### config.mk
export PLATFORM = sky130hd
export DESIGN_NAME = mem_exec_unit
export DESIGN_NICKNAME = d
export VERILOG_FILES = /design/src/rtl/mem_exec_unit_pkg.sv /design/src/rtl/mem_exec_unit_load_align.sv /design/src/rtl/mem_exec_unit.sv
export SDC_FILE = /design/constraint.sdc
export NUM_CORES = 1
export LEC_CHECK = 0
export ABC_AREA = 1
export BUFFER_PORTS_ARGS = -buffer_cell sky130_fd_sc_hd__buf_2
export CORE_UTILIZATION = 40
export CTS_CLUSTER_DIAMETER = 50
export DETAILED_ROUTE_END_ITERATION = 7
export GPL_ROUTABILITY_DRIVEN = 0
export PLACE_DENSITY = 0.64
export SLEW_MARGIN = 10
export SYNTH_ARGS = -nofsm -noshare
export SYNTH_HDL_FRONTEND = slang
export SYNTH_HIERARCHICAL = 1
export SYNTH_SLANG_ARGS = --single-unit
export TNS_END_PERCENT = 10
### constraint.sdc
create_clock -name clk -period 3.6 [get_ports clk]
set_input_delay 1.08 -clock clk [delete_from_list [all_inputs] [get_ports clk]]
set_output_delay 1.08 -clock clk [all_outputs]
set_load 0.005 [all_outputs]
### src/rtl/mem_exec_unit_pkg.sv
`default_nettype none
// +--------------------------------------------------------------------+
// | mem_exec_unit_pkg                                                  |
// | Shared types for the load/store execute path: queue entry layout,  |
// | memory FSM states, funct3 encodings and an alignment helper.       |
// | Rev 1.0 - initial release                                          |
// +--------------------------------------------------------------------+
package mem_exec_unit_pkg;

  localparam int LSQ_ROB_IDX_W = 5;

  // Entry popped from the load/store queue
  typedef struct packed {
    logic                     valid;
    logic                     mem_inst;
    logic                     is_store;
    logic [2:0]               funct3;
    logic [31:0]              rs1_v;
    logic [31:0]              rs2_v;
    logic [31:0]              ls_imm;
    logic [LSQ_ROB_IDX_W-1:0] rob_id_dest;
  } ls_q_entry;

  typedef enum logic [1:0] {
    IDLE = 2'd0,
    REQ  = 2'd1,
    WAIT = 2'd2,
    WB   = 2'd3
  } mem_state_t;

  localparam logic [2:0] F3_LB  = 3'b000;
  localparam logic [2:0] F3_LH  = 3'b001;
  localparam logic [2:0] F3_LW  = 3'b010;
  localparam logic [2:0] F3_LBU = 3'b100;
  localparam logic [2:0] F3_LHU = 3'b101;
  localparam logic [2:0] F3_SB  = 3'b000;
  localparam logic [2:0] F3_SH  = 3'b001;
  localparam logic [2:0] F3_SW  = 3'b010;

  // Access size lives in funct3[1:0]; unknown sizes behave as word accesses
  function automatic logic is_misaligned(input logic [2:0] f3, input logic [1:0] lo);
    case (f3[1:0])
      2'b00:   return 1'b0;
      2'b01:   return lo[0];
      default: return (lo != 2'b00);
    endcase
  endfunction

endpackage
`default_nettype wire

### src/rtl/mem_exec_unit_load_align.sv
`default_nettype none
// +--------------------------------------------------------------------+
// | load_align                                                         |
// | Byte-lane steering: load extraction/extension, byte masks and      |
// | store data shifted to its lane.                                    |
// | Rev 1.0 - initial release                                          |
// +--------------------------------------------------------------------+
module load_align
  import mem_exec_unit_pkg::*;
(
  input  logic [2:0]  funct3_i,
  input  logic [1:0]  ea_lo_i,
  input  logic [31:0] rdata_i,
  input  logic [31:0] rs2_v_i,
  output logic [31:0] load_data_o,
  output logic [3:0]  byte_mask_o,
  output logic [31:0] wdata_o
);

  logic [31:0] shifted_d;
  logic [7:0]  byte_d;
  logic [15:0] half_d;

  assign shifted_d = rdata_i >> {ea_lo_i, 3'b000};
  assign byte_d    = shifted_d[7:0];
  assign half_d    = shifted_d[15:0];
  assign wdata_o   = rs2_v_i << {ea_lo_i, 3'b000};

  // Format the selected lane; anything not byte/half passes the word through
  always_comb begin
    load_data_o = rdata_i;
    case (funct3_i)
      F3_LB:   load_data_o = {{24{byte_d[7]}}, byte_d};
      F3_LBU:  load_data_o = {24'h0, byte_d};
      F3_LH:   load_data_o = {{16{half_d[15]}}, half_d};
      F3_LHU:  load_data_o = {16'h0, half_d};
      default: load_data_o = rdata_i;
    endcase
  end

  // Lane mask from access size, shared by loads and stores
  always_comb begin
    byte_mask_o = 4'b1111;
    case (funct3_i[1:0])
      2'b00:   byte_mask_o = 4'b0001 << ea_lo_i;
      2'b01:   byte_mask_o = 4'b0011 << ea_lo_i;
      default: byte_mask_o = 4'b1111;
    endcase
  end

endmodule
`default_nettype wire

### src/rtl/mem_exec_unit.sv
`default_nettype none
// +--------------------------------------------------------------------+
// | mem_exec_unit                                                      |
// | Consumer end of the load/store queue: one op at a time, computes   |
// | the effective address, runs the data-memory handshake and hands    |
// | the result to writeback.                                           |
// | Rev 1.0 - initial release                                          |
// +--------------------------------------------------------------------+
module mem_exec_unit
  import mem_exec_unit_pkg::*;
#(
  parameter int ROB_IDX_W = 5
) (
  input  logic                 clk,
  input  logic                 rst_n,
  input  ls_q_entry            ls_req,
  output logic                 in_flight_mem,
  output logic [31:0]          dmem_addr,
  output logic [3:0]           dmem_rmask,
  output logic [3:0]           dmem_wmask,
  output logic [31:0]          dmem_wdata,
  input  logic [31:0]          dmem_rdata,
  input  logic                 dmem_resp,
  output logic                 wb_valid,
  input  logic                 wb_ready,
  output logic [ROB_IDX_W-1:0] wb_rob_id,
  output logic [31:0]          wb_data,
  output logic                 wb_exc
);

  mem_state_t           state_q, state_d;
  logic                 is_store_q, is_store_d;
  logic [2:0]           funct3_q, funct3_d;
  logic [31:0]          rs2_q, rs2_d;
  logic [31:0]          ea_q, ea_d;
  logic [ROB_IDX_W-1:0] rob_q, rob_d;
  logic [31:0]          wb_data_q, wb_data_d;
  logic                 wb_exc_q, wb_exc_d;

  logic [31:0] ea_new;
  logic [31:0] load_fmt;
  logic [3:0]  lane_mask;
  logic [31:0] lane_wdata;

  assign ea_new = ls_req.rs1_v + ls_req.ls_imm;

  load_align u_align (
    .funct3_i    (funct3_q),
    .ea_lo_i     (ea_q[1:0]),
    .rdata_i     (dmem_rdata),
    .rs2_v_i     (rs2_q),
    .load_data_o (load_fmt),
    .byte_mask_o (lane_mask),
    .wdata_o     (lane_wdata)
  );

  // State and transaction registers; reset drops any transaction in progress
  always_ff @(posedge clk or negedge rst_n) begin
    if (!rst_n) begin
      state_q    <= IDLE;
      is_store_q <= 1'b0;
      funct3_q   <= 3'b000;
      rs2_q      <= 32'h0;
      ea_q       <= 32'h0;
      rob_q      <= '0;
      wb_data_q  <= 32'h0;
      wb_exc_q   <= 1'b0;
    end else begin
      state_q    <= state_d;
      is_store_q <= is_store_d;
      funct3_q   <= funct3_d;
      rs2_q      <= rs2_d;
      ea_q       <= ea_d;
      rob_q      <= rob_d;
      wb_data_q  <= wb_data_d;
      wb_exc_q   <= wb_exc_d;
    end
  end

  // Next state, capture of the accepted op/response, and memory strobes
  always_comb begin
    state_d    = state_q;
    is_store_d = is_store_q;
    funct3_d   = funct3_q;
    rs2_d      = rs2_q;
    ea_d       = ea_q;
    rob_d      = rob_q;
    wb_data_d  = wb_data_q;
    wb_exc_d   = wb_exc_q;
    dmem_rmask = 4'b0000;
    dmem_wmask = 4'b0000;
    dmem_wdata = 32'h0;
    unique case (state_q)
      IDLE: begin
        if (ls_req.valid && ls_req.mem_inst) begin
          is_store_d = ls_req.is_store;
          funct3_d   = ls_req.funct3;
          rs2_d      = ls_req.rs2_v;
          ea_d       = ea_new;
          rob_d      = ROB_IDX_W'(ls_req.rob_id_dest);
          wb_data_d  = 32'h0;
          wb_exc_d   = is_misaligned(ls_req.funct3, ea_new[1:0]);
          // Misaligned ops skip memory and report the exception directly
          state_d    = wb_exc_d ? WB : REQ;
        end
      end
      REQ: begin
        if (is_store_q) begin
          dmem_wmask = lane_mask;
          dmem_wdata = lane_wdata;
        end else begin
          dmem_rmask = lane_mask;
        end
        if (dmem_resp) begin
          wb_data_d = is_store_q ? 32'h0 : load_fmt;
          state_d   = WB;
        end else begin
          state_d   = WAIT;
        end
      end
      WAIT: begin
        if (dmem_resp) begin
          wb_data_d = is_store_q ? 32'h0 : load_fmt;
          state_d   = WB;
        end
      end
      WB: begin
        if (wb_ready) state_d = IDLE;
      end
      default: state_d = IDLE;
    endcase
  end

  assign in_flight_mem = (state_q != IDLE);
  assign dmem_addr     = {ea_q[31:2], 2'b00};
  assign wb_valid      = (state_q == WB);
  assign wb_rob_id     = rob_q;
  assign wb_data       = wb_data_q;
  assign wb_exc        = wb_exc_q;

endmodule
`default_nettype wire
==> flow_metrics.py <==
metrics = {
    "detailed_routing": {
        "dr.pass1.iters": 5,
        "wl_per_cell_um": 13.8,
        "routed_via_density": 4.81,
        "totalWireLength_um": 25300,
        "via_count": 8806,
        "ant_nets": 0,
        "drtIter0Drc": 488,
        "drcViolationCount": 0,
    },
    "yosys": {
        "ys_warn_count": 6,
        "ys_async_sr_fraction_pct": 100,
        "synth-edff-count": 0,
        "ys_top_cells_by_area": "dfrtp_1 32%, nand2_1 21%, inv_1 9.7%",
        "netlist_instances": 1352,
        "ys_types": 37,
        "synthTopCellsByCount": "470 x nand2_1, 220 x inv_1, 132 x nand3_1",
        "synth_top_cell_by_area": "dfrtp_1",
        "synth.most_common_cell": "nand2_1",
        "synth_top_area_share_pct": 31.8,
        "postSynthAreaPerCell_um2": 6.29,
        "synth_seq_cells": 108,
        "ys_seq_area_share_pct": 31.8,
        "syn_area_mm2": 0.00851,
        "synthFlopType": "dfrtp_1",
    },
    "finish": {
        "drive_gt1_share_pct": 19.4,
        "n_fill_cell": 2203,
        "regArea_mm2": 0.00270,
        "multi_input_area_mm2": 0.00445,
        "area_growth_pct": 17.9,
        "layout.nets": 1730,
    },
    "worst_setup_path": {
        "critPathLaunch": "ea_q[1]",
        "cp-start-kind": "register",
        "worst-setup-path-type": "register to primary output",
        "rr_worst_depth": 10,
        "cp-end-kind": "primary output",
        "crit_arrival_ns": 2.15,
        "r2r-start": "ea_q[0]",
        "crit_required_ns": 2.52,
        "crit_end": "dmem_wdata[22]",
        "cp_max_fo": 24,
        "timing.rr.end": "wb_data[15]",
        "rrSetupSlack_ns": 1.32,
    },
    "placement": {
        "portBuffers": 252,
        "hpwl_um": 19700,
    },
    "grt": {
        "grt_pass1_wl_um": 41200,
        "grt_usage_pct": 23.7,
        "grt_max_degree": 65,
        "grt_pass1_vias": 8159,
        "antenna_found_initial": 1,
        "grt.overflow.total": 0,
    },
    "timing": {
        "rsz0062_at_grt": "false",
        "period_share_pct": 89.6,
        "tns_ns": 0,
        "period_minus_slack_ns": 3.23,
        "hold_viol_final": 0,
        "relSlewSlack_pct": 55.8,
        "setup-violations-final": 0,
        "max_slew.worst_pin.slew_ns": 0.662,
        "clock_skew_ns": 0.00806,
        "max_freq_mhz": 310,
        "drv_slew": 0,
    },
    "power_and_ir_drop": {
        "cellLeakagePower_nw": 5.91,
        "ir_worst_vdd_mv": 0.366,
        "power.total_w": 0.00675,
        "power_density_mw_per_mm2": 673,
    },
    "floorplanning": {
        "die_y_um": 148,
        "ioPinCount": 255,
        "rows": 52,
        "start_util_pct": 41.4,
        "die_area_mm2": 0.0219,
        "die_x_um": 148,
        "core_mm2": 0.0206,
    },
    "status": {
        "status": "finished, final reports clean",
    },
    "hold_path": {
        "hold_depth": 2,
        "hold_path_class": "register to register",
    },
    "clock_network": {
        "cts.repair.resized": 0,
        "post-cts-setup-buffers": 0,
        "cts_buffers": 9,
        "tritoncts": "done",
        "cts_hold_buf": 0,
        "clock_latency_ns": 0.36,
        "clock-sinks": 108,
        "clk_pin_slew_worst_paths_ns": 0.08,
        "root_buffer": "clkbuf_16",
        "cts_buffer_depth": 2,
        "h-tree-depth": 3,
    },
    "flow_run": {
        "drv_cap": 0,
    },
}
-- sequential cells by signal, indices dropped and copies added, names as in the netlist --
register,flops
ea_q,32
is_store_q,1
wb_rob_id,5
funct3_q,3
wb_data,32
wb_exc,1
rs2_q,32
state_q,2
-- logic make-up (layout without fill, tap and decap cells) --
| logic type | count (synthesis) | after routing | share of synthesized area, % |
|---|---|---|---|
| DFF | 108 | 108 | 31.8 |
| other | 1 | 5 | 0.0441 |
| adders and majority gates | 36 | 36 | 5.38 |
| buffers and inverters | 305 | 508 | 16.1 |
| xor gates and xnor gates | 15 | 15 | 1.54 |
| AOI/OAI and AO/OA | 145 | 145 | 9.28 |
| and+or+nand+nor | 742 | 742 | 35.9 |
-- metrics by stage --
step	cell area (um2)	hold slack, ns	setup WS, ns	utilization, %	instances
after floorplan	8510	0.442	1.01	-	1353
after global placement	9730	0.451	0.749	47.3	1810
after detailed placement	9730	0.454	0.712	47.3	1810
after CTS	10000	0.474	0.379	48.8	1826
after global routing	10000	0.503	0.196	48.8	1827
final	10000	0.471	0.375	48.8	1829
-- worst max-delay path, cell delays in order (launching register included) --
cell and delay (ns):
dfrtp_1 0.38, buf_4 0.20, inv_2 0.34, nand2_4 0.27
o221ai_1 0.29, inv_1 0.07, nor2_1 0.10, buf_2 0.12
-- layout by cell type (no fill, tap or decap), drive strengths merged, types with 2 or more instances in the layout --
cell type / n
clkbuf: 11
a21oi: 43
nor2: 120
nand3b: 4
nand3: 135
nor3: 5
ha: 35
o21ai: 85
o21bai: 3
inv: 226
nand2: 475
diode: 3
o221ai: 8
conb: 2
a211oi: 2
nand4: 3
clkinvlp: 2
buf: 268
xnor2: 14
dfrtp: 108
-- per-layer routing --
layer	vias up	part of all wire (%)	global-route usage (%)
li1	4532	-	-
met1	3908	45	31.9
met2	336	46	39.2
met3	30	6.6	2.47
met4	0	2.6	8.81
met5	-	0	0
-- power by group --
part	leakage [nW]	switching [W]	internal [W]	total, W
Clock	0.139	0.000484	0.000515	0.000999
Combinational	4.39	0.00233	0.00129	0.00362
Sequential	1.38	0.000357	0.00177	0.00213
-- area by class of cell --
class | count | area share, %
antenna | 3 | 0.0748
clock buffer | 11 | 2.52
clock inverter | 5 | 0.412
inverter | 224 | 8.38
multi-input combinational | 940 | 44.4
sequential | 108 | 26.9
tap | 270 | 3.37
timing repair buffer | 268 | 13.9
-- worst min-delay path by stage --
stage	start	to	slack [ns]
6_report	wb_rob_id[3]	wb_rob_id[3]	0.47
5_1_grt	rs2_q[28]	rs2_q[28]	0.50
4_1_cts	wb_rob_id[3]	wb_rob_id[3]	0.47
3_5_place_dp	wb_rob_id[3]	wb_rob_id[3]	0.45
3_3_place_gp	wb_rob_id[4]	wb_rob_id[4]	0.45
2_1_floorplan	rs2_q[10]	rs2_q[10]	0.44
Power figures use the tool's default switching activity.
